**config.mk**
```make
export PLATFORM = sky130hd
export DESIGN_NAME = mips_mem_access_unit
export DESIGN_NICKNAME = d
export VERILOG_FILES = /design/src/rtl/mips_mem_access_unit.sv
export SDC_FILE = /design/constraint.sdc
export NUM_CORES = 1
export LEC_CHECK = 0
export BUFFER_PORTS_ARGS = -buffer_cell sky130_fd_sc_hd__buf_2
export CAP_MARGIN = 10
export CORE_MARGIN = 1
export CORE_UTILIZATION = 48
export DETAILED_ROUTE_END_ITERATION = 8
export PLACE_DENSITY = 0.78
export SYNTH_ARGS = -nofsm -noshare
export SYNTH_HDL_FRONTEND = slang
export SYNTH_SLANG_ARGS = --single-unit
```
**constraint.sdc**
```tcl
create_clock -name clk -period 2.05 [get_ports clk]
set_input_delay 0.1025 -clock clk [delete_from_list [all_inputs] [get_ports clk]]
set_output_delay 0.1025 -clock clk [all_outputs]
set_load 0.02 [all_outputs]
```
**src/rtl/mips_mem_access_unit.sv**
```systemverilog
// Memory access unit: MIPS core requests to Avalon-MM, one access at a time.
// Optional bus stall timeout enabled by defining MIPS_BUS_TIMEOUT_EN.
module mips_mem_access_unit #(
    parameter int ADDR_W         = 32,
    parameter int TIMEOUT_CYCLES = 64
) (
    input  logic              clk,
    input  logic              reset,
    input  logic              req_valid,
    output logic              req_ready,
    input  logic [1:0]        req_op,
    input  logic [1:0]        req_size,
    input  logic              req_unsigned,
    input  logic [ADDR_W-1:0] req_addr,
    input  logic [31:0]       req_wdata,
    output logic              rsp_valid,
    output logic [31:0]       rsp_rdata,
    output logic [1:0]        rsp_err,
    output logic              busy,
    output logic [ADDR_W-1:0] address,
    output logic              read,
    output logic              write,
    input  logic              waitrequest,
    output logic [31:0]       writedata,
    output logic [3:0]        byteenable,
    input  logic [31:0]       readdata
);

    typedef enum logic [2:0] {
        IDLE, RD_REQ, RD_CAP, WR_REQ, RESP
    } state_t;

    state_t state, state_nx;

    logic       accept;
    logic       is_store;
    logic [1:0] eff_size;
    logic       misaligned;
    logic [3:0] be_new;
    logic [31:0] wd_new;
    logic       in_req;
    logic       tmo_raw;
    logic       tmo_hit;

    logic [1:0] lane_q;
    logic [1:0] size_q;
    logic       uns_q;
    logic [7:0] ld_byte;
    logic [15:0] ld_half;
    logic [31:0] ld_ext;

    assign req_ready = (state == IDLE);
    assign busy      = ~req_ready;
    assign accept    = req_valid & req_ready;
    assign is_store  = (req_op == 2'b10);
    assign in_req    = (state == RD_REQ) || (state == WR_REQ);
    assign tmo_hit   = in_req & tmo_raw;

`ifdef MIPS_BUS_TIMEOUT_EN
    localparam int CW = $clog2(TIMEOUT_CYCLES + 1);
    logic [CW-1:0] stall_cnt;

    assign tmo_raw = waitrequest &&
                     (stall_cnt == CW'(TIMEOUT_CYCLES - 1));

    // Count stalled bus cycles; restarts with every new bus request
    always_ff @(posedge clk or negedge reset) begin
        if (!reset)
            stall_cnt <= '0;
        else if (!in_req)
            stall_cnt <= '0;
        else if (waitrequest)
            stall_cnt <= stall_cnt + CW'(1);
    end
`else
    // No stall limit: the bus may hold waitrequest forever
    assign tmo_raw = 1'b0 && (TIMEOUT_CYCLES > 0);
`endif

    // Request decode: effective size, alignment, lanes
    always_comb begin
        eff_size = req_size;
        if (req_op == 2'b00 || req_size == 2'b11)
            eff_size = 2'b10;
        misaligned = 1'b0;
        be_new     = 4'b1111;
        wd_new     = req_wdata;
        case (eff_size)
            2'b00: begin
                be_new = 4'b0001 << req_addr[1:0];
                wd_new = {4{req_wdata[7:0]}};
            end
            2'b01: begin
                misaligned = req_addr[0];
                be_new = req_addr[1] ? 4'b1100 : 4'b0011;
                wd_new = {2{req_wdata[15:0]}};
            end
            default: begin
                misaligned = |req_addr[1:0];
            end
        endcase
    end

    // Load lane select and sign/zero extension
    always_comb begin
        ld_byte = readdata[{lane_q, 3'b000} +: 8];
        ld_half = lane_q[1] ? readdata[31:16] : readdata[15:0];
        case (size_q)
            2'b00:   ld_ext = uns_q ? {24'b0, ld_byte}
                                    : {{24{ld_byte[7]}}, ld_byte};
            2'b01:   ld_ext = uns_q ? {16'b0, ld_half}
                                    : {{16{ld_half[15]}}, ld_half};
            default: ld_ext = readdata;
        endcase
    end

    // State register
    always_ff @(posedge clk or negedge reset) begin
        if (!reset)
            state <= IDLE;
        else
            state <= state_nx;
    end

    // Next-state logic
    always_comb begin
        state_nx = state;
        unique case (state)
            IDLE: begin
                if (accept) begin
                    if (misaligned)
                        state_nx = RESP;
                    else if (is_store)
                        state_nx = WR_REQ;
                    else
                        state_nx = RD_REQ;
                end
            end
            RD_REQ: begin
                if (tmo_hit)
                    state_nx = RESP;
                else if (!waitrequest)
                    state_nx = RD_CAP;
            end
            RD_CAP: state_nx = RESP;
            WR_REQ: begin
                if (tmo_hit || !waitrequest)
                    state_nx = RESP;
            end
            RESP:    state_nx = IDLE;
            default: state_nx = IDLE;
        endcase
    end

    // Registered bus and response outputs
    always_ff @(posedge clk or negedge reset) begin
        if (!reset) begin
            address    <= '0;
            writedata  <= '0;
            byteenable <= '0;
            read       <= 1'b0;
            write      <= 1'b0;
            rsp_valid  <= 1'b0;
            rsp_rdata  <= '0;
            rsp_err    <= 2'b00;
            lane_q     <= 2'b00;
            size_q     <= 2'b00;
            uns_q      <= 1'b0;
        end else begin
            rsp_valid <= (state_nx == RESP);
            rsp_rdata <= (state == RD_CAP) ? ld_ext : 32'h0;
            rsp_err   <= 2'b00;
            read      <= (state == RD_REQ) & waitrequest & ~tmo_hit;
            write     <= (state == WR_REQ) & waitrequest & ~tmo_hit;
            if (tmo_hit)
                rsp_err <= 2'b10;
            if (accept) begin
                if (misaligned) begin
                    rsp_err <= 2'b01;
                end else begin
                    address    <= {req_addr[ADDR_W-1:2], 2'b00};
                    byteenable <= be_new;
                    writedata  <= wd_new;
                    lane_q     <= req_addr[1:0];
                    size_q     <= eff_size;
                    uns_q      <= req_unsigned;
                    read       <= ~is_store;
                    write      <= is_store;
                end
            end
        end
    end

endmodule

```
==> metrics.txt <==
row count=36; Layout area overhead=39.5%; First-pass DRT Iterations=4; setup TNS=0 ps; I/O pin count=212; Setup crit end kind=register; clock insertion delay at the later pin of the skew report=~370 ps; Clock Path Buffers=2; Worst R2R Setup Slack=270 ps; Setup crit start=state[2]; critical path required time=~2300 ps; Slew HR=0.618; most frequent cells in the layout=207 x buf_2, 110 x dfrtp_1, 74 x mux2_2; Netlist cell types=44; CTS root buf=clkbuf_8; mux share of post-synthesis cell area=0.221; Initial DRC Count=166; area share of the largest cell type after synthesis=0.557; Final ANT Viol Nets=0; Clock Skews=around 10 ps; setup bufs post-CTS=0; simple-gate share of the synthesized area=0.109; Slew Limit Fails=0; worst-margin pin slew=573 ps; Setup violations, final=0; Initial Util=0.501; die height=103 um; Startpoint Class=register; gr ovfl total=0; cell area after synthesis=slightly below 0.005 mm^2; crit path kind=reg -> reg; maxcap violations=0; pin count of the biggest net entering global routing=60; maximum vdd drop=0.000849 V; largest family of logic cells by synthesized area=multiplexers; share of layout cells above drive strength 1=0.473; routed wire length=~13 mm; leakage=3.61 nW; Mapped Avg Cell Area=11.9 um^2; Synth Area in Adders=0; Post-Synth XOR/XNOR Area=0.00532; Power Dens Cells=1330 mW/mm^2; Clk pin slew, worst setup/hold paths=roughly 100 ps; critical path endpoint=writedata[4]; HPWL Detailed=8.88 mm; CTS tree=built; via count=approximately 4,200; Tcrit/Tclk final=0.871; Gate Count Post-Synth=415; Final Hold Vio Count=0; most common cell after layout, fill and taps aside=buf_2; Synth Warn #=0; ANT cells=0; FF+latch area=0.00275 mm^2; Final Util=0.699; register area share after synthesis=0.557; initial antenna violation count=1; RSZ-0062 raised after global routing=no; first-pass GRT wire length=19.6 mm; H-tree Lvls=3; CP arrival=2040 ps; Critical Path Fanout Max=59; R2R cell count=4; worst r2r dst=writedata[4]; outcome=finished clean; Core Area=0.00986 mm^2; minimum clock period=around 1800 ps; GPL Wtd Cong=0.792; FF+latch count, synth=110; CTS Buf Count=9; vias in the first global route=4,098; DR DRC count=0; Fill cells=721; IO Port Bufs=208; nets@finish=777; Tightest Hold Check Type=in -> reg; cell taking the most area after synthesis=dfrtp_1; DR WL/cell=16.1 um; CTS sink count=between 100 and 150; chip width=103 um; Fmax achieved=0.560 GHz; routed vias/inst=5.16; Multi-input gate area=about 0.0020 mm^2; gr usage total=0.246; r2r startpoint=state[2]; die area=0.0107 mm^2; Compound-Gate Fraction of Synth Area=0.0641; top cells by area, synth=dfrtp_1 56%, mux2_2 17%, nand2_1 5.0%, mux2i_1 3.6%, nor2_1 2.1%
sequential cells by signal, summed over array words and instances, names as in the netlist:
name and flops:
address 30, byteenable 4, lane_q 2, read 1, rsp_err 1, rsp_rdata 32, rsp_valid 1, size_q 2
state 3, uns_q 1, write 1, writedata 32
where the power goes:
group | total (mW) | switching, mW | internal, mW | leakage [nW]
logic | 4.11 | 2.38 | 1.73 | 2.12
registers | 3.50 | 0.493 | 3.01 | 1.38
clock network | 1.56 | 0.741 | 0.821 | 0.117
total | 9.17 | 3.61 | 5.56 | 3.61
critical path, cell delays in order, from the launching register on:
cell and delay (ps):
dfrtp_1 440, nor4b_2 490, o21ai_4 130, buf_12 220
mux2_1 360
per-layer routing:
layer,part of all wire,up-vias,GRT usage
met1,0.40,2052,0.288
met5,0.00092,-,0
met3,0.075,13,0.0706
li1,-,1938,-
met2,0.51,174,0.429
met4,0.0096,2,0.0899
how the worst min path moves through the flow:
stage,from,end,slack (ps),cells after the start
floorplan,reset,address[10],-190,0
global placement,reset,rsp_rdata[27],120,1
detailed placement,reset,rsp_rdata[27],130,1
CTS,readdata[14],rsp_rdata[14],0.5,3
global route,readdata[14],rsp_rdata[14],9,3
finish,req_wdata[30],writedata[30],10,3
cells by family (layout without fill, tap and decap cells):
group	Yosys count	count (layout)
XOR/XNOR	3	3
buffers and inverters	41	301
AO/OA/AOI/OAI	41	41
AND/OR/NAND/NOR	121	121
multiplexers	98	98
other	1	3
flip-flops	110	110
layout make-up:
| class | instances | share of cell area |
|---|---|---|
| Sequential cell | 110 | 0.399 |
| Multi-Input combinational cell | 266 | 0.289 |
| Timing Repair Buffer | 273 | 0.245 |
| Tap cell | 133 | 0.0241 |
| Clock buffer | 10 | 0.0185 |
| Clock inverter | 6 | 0.0167 |
| Inverter | 12 | 0.00654 |
repair_timing:
action / CTS / global route
resized for setup: 0 / 0
hold buffers: 54 / 0
hold endpoints to repair: 94 / 0
stage by stage:
stage	cells	setup slack (ps)	hold slack [ps]	area [um^2]	power, mW
after floorplan	417	381	-193	4950	6.17
after detailed placement	740	278	133	6110	7.56
after global placement	740	353	121	6110	7.40
final	810	265	11.7	6890	9.17
after CTS	810	268	0.527	6890	9.21
after global routing	810	160	9.37	6890	9.72
cells in the mapped netlist:
master / n
nor3b_2: 1
or3b_1: 1
o22ai_1: 2
a21boi_0: 1
nor4b_2: 1
xnor2_1: 2
o21ai_2: 1
nand3b_1: 2
nor3_1: 12
a221o_1: 1
o21ai_4: 1
and2_4: 1
nor2b_1: 1
nor3_2: 1
o31ai_1: 3
a211oi_1: 8
dfrtp_1: 110
o21ba_2: 1
nand2b_1: 1
mux2i_1: 18
o21ai_0: 3
nor2_1: 27
inv_1: 12
buf_4: 9
mux2_1: 5
a222oi_1: 7
or2_2: 2
a31oi_1: 1
xor2_1: 1
nand2_1: 66
mux4_2: 1
buf_6: 2
clkbuf_1: 13
a21oi_1: 10
nor2_4: 1
and3_1: 1
nand3_1: 1
o21bai_4: 1
a2111oi_0: 1
buf_2: 5
nor4_1: 1
conb_1: 1
mux2_2: 74
or3_1: 1
No activity file was read; power rests on OpenSTA's default activity.
